[config.mk]
export PLATFORM = sky130hd
export DESIGN_NAME = pbit_group_scheduler
export DESIGN_NICKNAME = d
export VERILOG_FILES = /design/src/rtl/pbit_group_scheduler.sv
export SDC_FILE = /design/constraint.sdc
export NUM_CORES = 1
export LEC_CHECK = 0
export ABC_AREA = 1
export BUFFER_PORTS_ARGS = -buffer_cell sky130_fd_sc_hd__buf_4
export CELL_PAD_IN_SITES_DETAIL_PLACEMENT = 0
export CELL_PAD_IN_SITES_GLOBAL_PLACEMENT = 1
export CORE_UTILIZATION = 42
export CTS_BUF_LIST = sky130_fd_sc_hd__clkbuf_8
export DETAILED_ROUTE_END_ITERATION = 12
export GPL_TIMING_DRIVEN = 0
export PLACE_DENSITY = 0.86
export SETUP_SLACK_MARGIN = 0.1
export SLEW_MARGIN = 40
export SYNTH_ARGS = -nofsm -noshare
export SYNTH_HDL_FRONTEND = slang
export SYNTH_SLANG_ARGS = --single-unit
[constraint.sdc]
create_clock -name clk -period 2.3 [get_ports clk]
set_input_delay 0.345 -clock clk [delete_from_list [all_inputs] [get_ports clk]]
set_output_delay 0.345 -clock clk [all_outputs]
set_load 0.1 [all_outputs]
[src/rtl/pbit_group_scheduler.sv]
// Steps the p-bit colour-group index through fixed settle windows, counts full sweeps and
// ends a run on a sweep target or a graceful stop request.
module pbit_group_scheduler #(
  parameter int unsigned NUM_GROUPS    = 4,
  parameter int unsigned SETTLE_CYCLES = 3,
  parameter int unsigned SWEEP_W       = 16
) (
  input  logic               clk,
  input  logic               rst_n,
  input  logic               start,
  input  logic               stop,
  input  logic [SWEEP_W-1:0] num_sweeps,
  output logic [2:0]         group_EN,
  output logic               update_en,
  output logic               busy,
  output logic               sweep_done,
  output logic               done,
  output logic [SWEEP_W-1:0] sweep_count
);

  localparam int unsigned    SlotW     = (SETTLE_CYCLES > 1) ? $clog2(SETTLE_CYCLES) : 1;
  localparam logic [SlotW-1:0] SlotLast  = SlotW'(SETTLE_CYCLES - 1);
  localparam logic [2:0]       GroupLast = 3'(NUM_GROUPS - 1);

  typedef enum logic [1:0] {StIdle, StRun, StDone} state_e;

  state_e             state_q, state_d;
  logic [SlotW-1:0]   slot_q, slot_d;
  logic [2:0]         group_q, group_d;
  logic [SWEEP_W-1:0] target_q, target_d;
  logic [SWEEP_W-1:0] count_q, count_d;
  logic [SWEEP_W-1:0] count_inc;
  logic               stop_q, stop_d;
  logic               update_en_q, update_en_d;
  logic               busy_q, busy_d;
  logic               sweep_done_q, sweep_done_d;
  logic               done_q, done_d;

  always_comb begin
    state_d   = state_q;
    slot_d    = slot_q;
    group_d   = group_q;
    target_d  = target_q;
    count_d   = count_q;
    stop_d    = stop_q;
    count_inc = (&count_q) ? count_q : count_q + SWEEP_W'(1);

    unique case (state_q)
      StIdle: begin
        if (start) begin
          state_d  = StRun;
          target_d = num_sweeps;
          count_d  = '0;
          stop_d   = 1'b0;
          slot_d   = '0;
          group_d  = '0;
        end
      end
      StRun: begin
        if (stop) stop_d = 1'b1;
        if (slot_q == SlotLast) begin
          slot_d = '0;
          if (group_q == GroupLast) begin
            group_d = '0;
            count_d = count_inc;
            // A stop arriving in the closing cycle still ends the run at this boundary.
            if ((target_q != '0 && count_inc == target_q) || stop_q || stop) begin
              state_d = StDone;
              stop_d  = 1'b0;
            end
          end else begin
            group_d = group_q + 3'd1;
          end
        end else begin
          slot_d = slot_q + SlotW'(1);
        end
      end
      StDone: state_d = StIdle;
      default: state_d = StIdle;
    endcase

    // Outputs are decoded from next state so that every output leaves a flop.
    busy_d       = (state_d == StRun);
    update_en_d  = busy_d && (slot_d == '0);
    sweep_done_d = busy_d && (slot_d == SlotLast) && (group_d == GroupLast);
    done_d       = (state_d == StDone);
  end

  always_ff @(posedge clk or negedge rst_n) begin
    if (!rst_n) begin
      state_q      <= StIdle;
      slot_q       <= '0;
      group_q      <= '0;
      target_q     <= '0;
      count_q      <= '0;
      stop_q       <= 1'b0;
      update_en_q  <= 1'b0;
      busy_q       <= 1'b0;
      sweep_done_q <= 1'b0;
      done_q       <= 1'b0;
    end else begin
      state_q      <= state_d;
      slot_q       <= slot_d;
      group_q      <= group_d;
      target_q     <= target_d;
      count_q      <= count_d;
      stop_q       <= stop_d;
      update_en_q  <= update_en_d;
      busy_q       <= busy_d;
      sweep_done_q <= sweep_done_d;
      done_q       <= done_d;
    end
  end

  assign group_EN    = group_q;
  assign update_en   = update_en_q;
  assign busy        = busy_q;
  assign sweep_done  = sweep_done_q;
  assign done        = done_q;
  assign sweep_count = count_q;

endmodule

==> results.tsv, run 1 <==
stage	metric	value	unit
run_status	run status	finished, final reports clean	
synth	synth top area cells	dfrtp_1 43%, nand2_1 14%, nand3_1 8.4%	
layout	n_diodes	0	
timing	setup_tns	0	ns
synth	register area share after synthesis	0.430	
routing	Initial DRC Count	170	
timing	count of final max-slew check failures	0	
cts	clk_lat worst skew	0.31	ns
timing	RSZ-0062 raised after global routing	yes	
cts	Num CTS Buffers	5	
critical_path	worst setup path category	reg2reg	
cts	H-Tree Level Count	2	
place	GP Congestion	0.833	
place	dpl hpwl	5040	um
global_routing	vias in the first global route	2262	
layout	Sequential Area	1130	um2
cts	clk buf depth	2	
critical_path	max incr delay on CP	0.45	ns
pwr	Seq pwr share	0.354	
floorplan	Starting Density	0.435	
pwr	clock share of power	0.194	
global_routing	GRT Residual Overflow	0	
timing	WHS	0.0124	ns
layout	number of fill cells in the layout	589	
layout	area of the multi-input gates	1320	um2
critical_path	R2R setup slack	0.16	ns
floorplan	I/O pin count	43	
synth	Synth top area share	0.430	
cts	CTS root buf	clkbuf_8	
pwr	Switching Fraction	0.456	
routing	first-pass iteration count of the detailed router	4	
critical_path	R2R Path Start	sweep_count[1]	
routing	post-route DRC violation count	0	
global_routing	largest net degree at the start of global routing	45	
layout	Layout area overhead	28.4	%
critical_path	Reg-to-Reg End	update_en	
floorplan	die height	80.1	um
routing	WL/cell	13.6	um
floorplan	Chip Width	80.1	um
global_routing	Tot GR Track Use	0.223	
timing	Worst Tran Pin Value	0.563	ns
timing	final period utilization	0.930	
synth	top-count cell post-synth	nand2_1	
pwr	Pwr Density	1000	nW/um2
floorplan	core area	5890	um2
cts	Clk pin slew, worst setup/hold paths	0.10	ns
timing	Slew Limit Headroom	0.624	
synth	top cells by count, synth	96 x nand2_1, 50 x inv_1, 44 x dfrtp_1, 43 x nand3_1, 29 x o21ai_0	
layout	layout cells sized above 1	0.279	
routing	Final ANT Viol Nets	0	
pwr	Internal	1.79	mW
synth	Syn Inst Count	355	
critical_path	CP Max Fanout	5	
synth	syn_area_per_cell	7.21	um2
pwr	IR drop worst, VDD	0.837	mV
floorplan	die area	6410	um2
cts	CTS tree	done	
critical_path	Data arrival, critical path	2.35	ns
synth	Post-synth EDFFs	0	
floorplan	row cnt	28	
synth	library cells used by synthesis	26	
synth	yosys warns	0	
place	worst slack at placement	0.0714	ns
routing	final WL	6640	um
synth	area leader, netlist	dfrtp_1	
timing	Final Hold Fails	0	
critical_path	Setup crit start	sweep_count[1]	
timing	skew final	0.00910	ns
synth	Post-Syn Area	2560	um2
timing	number of setup violations in the final report	0	
global_routing	initial antenna violation count	0	
pwr	leak pwr	1.61	nW
pwr	Sw Pwr	1.50	mW
critical_path	slowest CP cell	dfrtp_4	
timing	final worst-path setup slack	0.162	ns
routing	detailed-route via count	2458	
critical_path	most used cell, CP	nand2_2	
critical_path	Setup crit end kind	flop	
critical_path	Reg2Reg Depth	17	
place	I/O Buffers	42	
synth	Post-synth top flop	dfrtp_1	
timing	max frequency	468	MHz
worst_hold_path	Worst Hold Class	in2async	
critical_path	CP endpoint	update_en	
routing	drt via density	5.05	
critical_path	required time worst endpoint	2.51	ns
synth	post-synthesis async set-or-reset flop share	1.00	
cts	# hold bufs at CTS	0	
pwr	combinational power share	0.452	
global_routing	first-pass GRT wire length	10800	um
critical_path	startpoint type of the worst setup path	flop	
synth	Seq cells post-synth	44	
layout	Final Util	0.559	
critical_path	CP Cell Sequence	ha_4 -> nand2_4 -> nor2_4 -> nand2_4 -> inv_4 -> nand2_4 -> buf_8 -> nand2_2 -> nand2_2 -> nand2_1 -> nand3_2 -> nor3_2 -> nand3_1 -> nand2_1 -> nand2_2 -> nand2_2 -> nor2_1	
timing	Tmin final	2.14	ns
layout	Layout Nets	433	
synth	syn_nets	377	
flow_run	# Max-Cap Violations	0	
cts	clock sinks	44	
layer usage:
metal  routed length, um  track usage  share of wire
met5                   0            0              0
met4                  93       0.0625          0.014
met3                 267       0.0386          0.040
met2                3230        0.364           0.49
met1                3050        0.303           0.46
registers in the layout, summed over array words and instances (netlist names):
register,flops
sweep_count,16
target_q,16
group_EN,3
slot_q,2
state_q,2
busy,1
done,1
stop_q,1
sweep_done,1
update_en,1
critical path: cells and delay by family, from the launching register on:
kind / cells / cell delay, ns
adder cells (fa/ha/maj): 1 / 0.15
AND/OR/NAND/NOR: 14 / 1.23
flip-flops: 1 / 0.45
buffers and inverters: 2 / 0.21
cell usage in the layout, fill, tap and decap left out, types with 5 or more instances in the layout:
| cell type | n |
|---|---|
| dfrtp_2 | 14 |
| nand4_1 | 10 |
| o22ai_1 | 6 |
| nor2_2 | 6 |
| xor2_1 | 5 |
| nand2_4 | 5 |
| buf_4 | 48 |
| nor2_1 | 22 |
| dfrtp_1 | 28 |
| nand2_2 | 12 |
| nand2_1 | 90 |
| o21ai_0 | 29 |
| inv_1 | 49 |
| clkbuf_8 | 5 |
| nand3_1 | 41 |
per-stage QoR:
| stage | instance area (um2) | std cells | total power [mW] |
|---|---|---|---|
| CTS | 3140 | 481 | 3.26 |
| finish | 3290 | 487 | 3.30 |
| global route | 3290 | 487 | 3.52 |
| global placement | 3010 | 472 | 2.57 |
| detailed placement | 3010 | 472 | 2.59 |
| floorplan | 2600 | 355 | 2.24 |
power groups by stage:
| stage | Clock, mW | Sequential [mW] | Combinational (mW) |
|---|---|---|---|
| finish | 0.641 | 1.17 | 1.49 |
| global route | 0.684 | 1.20 | 1.63 |
| CTS | 0.656 | 1.17 | 1.43 |
| detailed placement | 0 | 1.19 | 1.40 |
| global placement | 0 | 1.18 | 1.38 |
| floorplan | 0 | 1.54 | 0.693 |
layout make-up:
| cell class | instances | share of cell area |
|---|---|---|
| repair buffers | 49 | 0.117 |
| flip-flops and latches | 44 | 0.342 |
| clock inverters | 3 | 0.0152 |
| well taps | 75 | 0.0285 |
| plain buffers | 8 | 0.0152 |
| inverters | 52 | 0.0601 |
| multi-input cells | 251 | 0.400 |
| clock buffers | 5 | 0.0209 |
worst min path at each step:
stage | startpoint | endpoint | slack [ns] | depth (start not counted)
2_1_floorplan | rst_n | busy | 0.05 | 0
3_5_place_dp | rst_n | sweep_count[5] | 0.38 | 1
5_1_grt | rst_n | target_q[0] | 0.07 | 1
6_report | rst_n | target_q[0] | 0.01 | 1
4_1_cts | rst_n | target_q[0] | 0.05 | 1
3_3_place_gp | rst_n | sweep_count[3] | 0.38 | 1
logic make-up after synthesis:
kind of cell             synth area share
AND/OR/NAND/NOR                     0.353
adder cells (fa/ha/maj)           0.00977
buffers and inverters              0.0924
AO/OA/AOI/OAI                      0.0943
XOR/XNOR                           0.0205
flip-flops                          0.430
repair_timing:
| action | in CTS | in global routing |
|---|---|---|
| setup endpoints to repair | 3 | 21 |
| gates resized for setup | 1 | 25 |
| pin swaps | 0 | 12 |
| buffers inserted | 1 | 5 |
| cloned | 0 | 1 |
No activity file was read; power rests on OpenSTA's default activity.
==> inputs of run 2 (changes only) <==
--- a/config.mk
+++ b/config.mk
@@ -7,13 +7,13 @@
 export LEC_CHECK = 0
 export ABC_AREA = 1
 export BUFFER_PORTS_ARGS = -buffer_cell sky130_fd_sc_hd__buf_4
-export CELL_PAD_IN_SITES_DETAIL_PLACEMENT = 0
-export CELL_PAD_IN_SITES_GLOBAL_PLACEMENT = 1
-export CORE_UTILIZATION = 42
+export CELL_PAD_IN_SITES_DETAIL_PLACEMENT = 1
+export CELL_PAD_IN_SITES_GLOBAL_PLACEMENT = 2
+export CORE_UTILIZATION = 33
 export CTS_BUF_LIST = sky130_fd_sc_hd__clkbuf_8
 export DETAILED_ROUTE_END_ITERATION = 12
 export GPL_TIMING_DRIVEN = 0
-export PLACE_DENSITY = 0.86
+export PLACE_DENSITY = 0.87
 export SETUP_SLACK_MARGIN = 0.1
 export SLEW_MARGIN = 40
 export SYNTH_ARGS = -nofsm -noshare
==> run 2 against run 1 <==
Against the previous run:
- power decreased by 3.3%
- combinational power is essentially flat
- non-clock buffer count did not move
- via count is 1.4% higher
- critical endpoint unchanged
- largest power group unchanged
- critical path depth increased by 1
- clock-buffer cell count unchanged
- cell area is 1.4% lower
- global-route usage down 2.7 points
- sequential power is essentially flat
- wire length grew 15%
==> results.tsv, run 2 (synthesis results as in run 1) <==
stage	metric	value	unit	change
place	I/O Buffers	42		unchanged
cts	Num CTS Buffers	5		unchanged
critical_path	Setup crit end kind	flop		
floorplan	die area	8110	um2	+27%
critical_path	required time worst endpoint	2.52	ns	about the same
global_routing	Tot GR Track Use	0.196		-0.0272
routing	first-pass iteration count of the detailed router	4		unchanged
cts	CTS tree	done		
routing	Final ANT Viol Nets	0		unchanged
pwr	IR drop worst, VDD	1.07	mV	+28%
timing	final period utilization	0.945		+0.0153
floorplan	Chip Width	90.1	um	+12%
cts	clk buf depth	2		unchanged
cts	clock sinks	44		unchanged
timing	Worst Tran Pin Value	0.605	ns	+0.0416 ns
critical_path	most used cell, CP	nand2_4		
critical_path	CP Cell Sequence	ha_4 -> nand2_4 -> nor2_4 -> nand2_4 -> inv_4 -> nand2_4 -> buf_6 -> nand2_4 -> nand2_2 -> nand2_2 -> a21oi_2 -> nand2_1 -> nor2_1 -> nand3_1 -> nand2_1 -> nand2_2 -> nand2_4 -> nor2_1		
timing	count of final max-slew check failures	0		unchanged
timing	final worst-path setup slack	0.127	ns	-0.0352 ns
critical_path	worst setup path category	reg2reg		
cts	# hold bufs at CTS	0		unchanged
critical_path	CP Max Fanout	5		unchanged
timing	number of setup violations in the final report	0		unchanged
routing	final WL	7650	um	+15%
run_status	run status	finished, final reports clean		
timing	Final Hold Fails	0		unchanged
global_routing	initial antenna violation count	0		unchanged
layout	Layout Nets	433		unchanged
cts	H-Tree Level Count	2		unchanged
layout	Layout area overhead	26.7	%	
cts	Clk pin slew, worst setup/hold paths	0.09	ns	about the same
timing	RSZ-0062 raised after global routing	yes		
global_routing	first-pass GRT wire length	12500	um	+16%
global_routing	largest net degree at the start of global routing	45		unchanged
critical_path	max incr delay on CP	0.51	ns	+0.06 ns
routing	detailed-route via count	2493		+1.4%
critical_path	slowest CP cell	dfrtp_4		
routing	post-route DRC violation count	0		unchanged
layout	n_diodes	0		unchanged
flow_run	# Max-Cap Violations	0		unchanged
place	GP Congestion	0.770		-7.6%
place	dpl hpwl	5900	um	+17%
layout	layout cells sized above 1	0.267		-0.0121
pwr	leak pwr	1.58	nW	-2.2%
routing	Initial DRC Count	43		-75%
timing	Tmin final	2.17	ns	+0.0352 ns
critical_path	startpoint type of the worst setup path	flop		
layout	final instance area	3240	um2	-1.4%
floorplan	Starting Density	0.347		-0.0876
critical_path	Data arrival, critical path	2.39	ns	+0.04 ns
global_routing	vias in the first global route	2528		+12%
routing	WL/cell	15.0	um	+9.7%
timing	skew final	0.00486	ns	-0.00424 ns
cts	clk_lat worst skew	0.31	ns	about the same
layout	most common cell after layout, fill and taps aside	nand2_1		
floorplan	core area	7370	um2	+25%
place	dpl cell area	3040	um2	+1.0%
floorplan	row cnt	31		+11%
global_routing	GRT Residual Overflow	0		unchanged
timing	Slew Limit Headroom	0.597		-0.0278
worst_hold_path	Worst Hold Class	in2async		
timing	max frequency	460	MHz	-1.6%
cts	CTS root buf	clkbuf_8		
timing	setup_tns	0	ns	unchanged
layout	most frequent cells in the layout	93 x nand2_1, 49 x inv_1, 48 x buf_4		
layout	Final Util	0.440		-0.119
place	worst slack at placement	0.0410	ns	-0.0303 ns
floorplan	die height	90.1	um	+12%
routing	drt via density	4.88		-3.3%
pwr	Pwr Density	984	nW/um2	-1.9%
floorplan	I/O pin count	43		unchanged
-- run 2: cell count changes in the layout (fill, tap and decap cells not counted), sizes merged --
cell	delta
buf	+2
bufinv	-1
clkbuf	-2
clkinv	+1
clkinvlp	+1
inv	-1
-- run 2: metal layers --
| layer | share of wire | wire length (um) | track usage | vias up |
|---|---|---|---|---|
| met5 | 0 | 0 | 0 | - |
| met4 | 0.013 | 103 | 0.0484 | 0 |
| met3 | 0.031 | 234 | 0.0338 | 7 |
| met2 | 0.49 | 3730 | 0.341 | 38 |
| met1 | 0.47 | 3580 | 0.250 | 1187 |
| li1 | - | - | - | 1261 |
-- run 2: cell type report --
cell class	instances	area (um2)
Inverter	52	198
Tap cell	99	124
Clock buffer	5	68.8
Sequential cell	44	1130
Timing Repair Buffer	49	365
Multi-Input combinational cell	251	1290
Buffer	8	50.0
Clock inverter	3	20.0
Fill cell	970	4130
-- run 2: through the flow --
stage | hold WS [ns] | cells | power (mW)
floorplan | 0.0494 | 355 | 2.24
global placement | 0.388 | 496 | 2.59
detailed placement | 0.394 | 496 | 2.62
CTS | 0.0515 | 507 | 3.17
global route | 0.0774 | 511 | 3.41
finish | 0.0250 | 511 | 3.19
-- run 2: timing repair --
action / CTS / global route
buffers inserted: 2 / 4
setup endpoints to repair: 4 / 8
cloned: 1 / 0
pin swaps: 4 / 11
resized for setup: 10 / 11
-- run 2: where the power goes --
part           internal, mW  switching (mW)  total (mW)
clock network         0.212           0.301       0.513
logic                 0.455            1.05        1.51
registers              1.00           0.167        1.17
total                  1.67            1.52        3.19
-- run 2: final timing paths --
path                                     start              to  slack [ns]  cells after the start
worst max-delay path            sweep_count[1]       update_en        0.13                     18
worst min-delay path                     rst_n       update_en        0.02                      1
worst max register to register  sweep_count[1]       update_en        0.13                     18
worst min register to register      state_q[1]      state_q[1]        0.50                      1
max in group asynchronous                rst_n  sweep_count[1]        1.81                      1
min in group clk                num_sweeps[14]    target_q[14]        0.23                      3
-- run 2: worst max-delay path: cells and delay by family, from the launching register on --
| family | cells | cell delay (ns) |
|---|---|---|
| AND/OR/NAND/NOR | 14 | 1.06 |
| flip-flops | 1 | 0.51 |
| adder cells (fa/ha/maj) | 1 | 0.19 |
| buffers and inverters | 2 | 0.18 |
| AO/OA/AOI/OAI | 1 | 0.14 |
==> inputs of run 3 (changes only) <==
==> constraint.sdc (replaced) <==
create_clock -name clk -period 2.1 [get_ports clk]
set_input_delay 0.315 -clock clk [delete_from_list [all_inputs] [get_ports clk]]
set_output_delay 0.315 -clock clk [all_outputs]
set_load 0.1 [all_outputs]
==> run 3 against run 2 <==
Against the previous run:
- the flow now finishes with violations (setup timing)
- via count increased by 3.9%
- sequential cell count unchanged
- combinational power increased by 19%
- sequential share of layout area decreased by 1.6 points
- cell count increased by 2.7%
- critical endpoint unchanged
- setup slack got worse by 0.21 ns
- global-route usage increased by 1.1 points
==> results.tsv, run 3 (synthesis results as in run 1) <==
stage	metric	value	unit	change
cts	clk buf depth	2		unchanged
cts	CTS tree	done		
cts	Clk pin slew, worst setup/hold paths	0.09	ns	about the same
place	GP Congestion	0.780		+1.4%
routing	first-pass iteration count of the detailed router	4		unchanged
pwr	Pwr Density	1060	nW/um2	+7.9%
timing	Tmin final	2.19	ns	+0.0142 ns
global_routing	Tot GR Track Use	0.207		+0.0111
layout	Layout area overhead	34.5	%	
critical_path	Setup crit end kind	flop		
critical_path	Reg-to-Reg End	update_en		
critical_path	R2R Path Start	sweep_count[1]		
critical_path	Data arrival, critical path	2.39	ns	about the same
routing	detailed-route via count	2590		+3.9%
global_routing	initial antenna violation count	0		unchanged
worst_hold_path	Worst Hold Class	in2async		
critical_path	R2R setup slack	-0.09	ns	-0.21 ns
layout	number of fill cells in the layout	938		-3.3%
floorplan	Starting Density	0.347		unchanged
floorplan	I/O pin count	43		unchanged
floorplan	Chip Width	90.1	um	unchanged
place	I/O Buffers	42		unchanged
routing	Initial DRC Count	75		+74%
run_status	run status	finished with violations		
floorplan	row cnt	31		unchanged
layout	n_diodes	0		unchanged
timing	Slew Limit Headroom	0.608		+0.0109
cts	# hold bufs at CTS	0		unchanged
routing	final WL	8180	um	+7.0%
timing	final worst-path setup slack	-0.0873	ns	-0.214 ns
routing	WL/cell	15.6	um	+4.1%
critical_path	Reg2Reg Depth	14		-4
timing	Worst Tran Pin Value	0.589	ns	-0.0164 ns
layout	Final Util	0.467		+0.0272
cts	clk_lat worst skew	0.30	ns	about the same
place	worst slack at placement	-0.177	ns	-0.218 ns
cts	clock sinks	44		unchanged
timing	count of final max-slew check failures	0		unchanged
pwr	leak pwr	1.66	nW	+5.4%
routing	Final ANT Viol Nets	0		unchanged
critical_path	worst setup path category	reg2reg		
pwr	IR drop worst, VDD	0.908	mV	-15%
routing	post-route DRC violation count	0		unchanged
global_routing	vias in the first global route	2686		+6.3%
layout	most frequent cells in the layout	82 x nand2_1, 64 x buf_4, 47 x inv_1		
timing	Final Hold Fails	0		unchanged
timing	skew final	0.00493	ns	+0.0000742 ns
floorplan	die area	8110	um2	unchanged
timing	final period utilization	1.04		+0.0967
flow_run	# Max-Cap Violations	0		unchanged
global_routing	GRT Residual Overflow	0		unchanged
layout	layout cells sized above 1	0.350		+0.0828
layout	Layout Nets	447		+3.2%
critical_path	startpoint type of the worst setup path	flop		
global_routing	first-pass GRT wire length	13300	um	+6.7%
place	dpl cells	496		unchanged
critical_path	CP Max Fanout	3		-2
place	dpl hpwl	5950	um	+0.80%
layout	Final Non-Filler Cells	525		+2.7%
run_status	failing checks	setup timing		
cts	Num CTS Buffers	5		unchanged
floorplan	die height	90.1	um	unchanged
cts	H-Tree Level Count	2		unchanged
timing	number of setup violations in the final report	5		+5
critical_path	required time worst endpoint	2.30	ns	-0.22 ns
layout	most common cell after layout, fill and taps aside	nand2_1		
cts	CTS root buf	clkbuf_8		
timing	RSZ-0062 raised after global routing	yes		
timing	max frequency	457	MHz	-0.65%
floorplan	core area	7370	um2	unchanged
timing	setup_tns	-0.256	ns	-0.256 ns
routing	drt via density	4.93		+1.1%
timing	WHS	0.0174	ns	-0.00753 ns
global_routing	largest net degree at the start of global routing	45		unchanged
## run 3: cell count changes in the layout (fill, tap and decap cells not counted), moves of 2 or more
cell,change
buf_4,+16
nand2_1,-11
nand2_2,+10
dfrtp_4,+5
nand3_1,-4
nand3_2,+4
nor2_1,-4
dfrtp_2,-3
nor2_2,+3
dfrtp_1,-2
inv_1,-2
inv_2,+2
## run 3: how the worst max path moves through the flow
stage                   startpoint         end  slack [ns]
detailed placement  sweep_count[0]   update_en       -0.18
global placement    sweep_count[0]  state_q[0]       -0.17
finish              sweep_count[1]   update_en       -0.09
CTS                 sweep_count[0]   update_en       -0.03
global route        sweep_count[1]   update_en       -0.21
floorplan           sweep_count[0]   update_en       -0.04
## run 3: layer usage
| metal | track usage | vias up | wire length (um) |
|---|---|---|---|
| met1 | 0.267 | 1266 | 3700 |
| met2 | 0.368 | 38 | 4200 |
| met5 | 0 | - | 0 |
| met4 | 0.0470 | 0 | 106 |
| li1 | - | 1279 | - |
| met3 | 0.0254 | 7 | 167 |
## run 3: worst max-delay path, cell delays in order, from the launching register on
cell     delay (ns)
dfrtp_4        0.51
ha_4           0.18
buf_4          0.13
nand3_1        0.12
nor2_2         0.06
xor2_1         0.24
nand2_1        0.12
nand2_1        0.08
nand4_1        0.09
nor2_1         0.12
nand3_1        0.11
nand2_1        0.10
nand2_2        0.08
nand2_4        0.10
nor2_2         0.04
## run 3: through the flow
| stage | power, mW | cell area, um2 |
|---|---|---|
| 2_1_floorplan | 2.46 | 2620 |
| 5_1_grt | 3.90 | 3440 |
| 3_3_place_gp | 2.84 | 3060 |
| 3_5_place_dp | 2.89 | 3060 |
| 4_1_cts | 3.60 | 3340 |
| 6_report | 3.65 | 3440 |
## run 3: area by class of cell
type | instances | area (um2) | area share
multi-input cells | 251 | 1370 | 0.398
flip-flops and latches | 44 | 1140 | 0.331
repair buffers | 63 | 470 | 0.137
inverters | 52 | 198 | 0.0574
well taps | 99 | 124 | 0.0360
clock buffers | 5 | 68.8 | 0.0200
plain buffers | 8 | 52.6 | 0.0153
clock inverters | 3 | 20.0 | 0.00581
## run 3: what timing repair did
action | 4_1_cts | 5_1_grt
gates cloned | 1 | 0
setup buffers | 14 | 8
endpoints found under the setup margin | 21 | 21
gates resized for setup | 25 | 21
pin swaps | 12 | 15
## run 3: report_power, final
part           total [mW]  internal [mW]  switching (mW)  leakage (nW)
Sequential           1.30           1.11           0.192         0.536
Clock               0.554          0.233           0.321        0.0455
Combinational        1.80          0.590            1.21          1.08
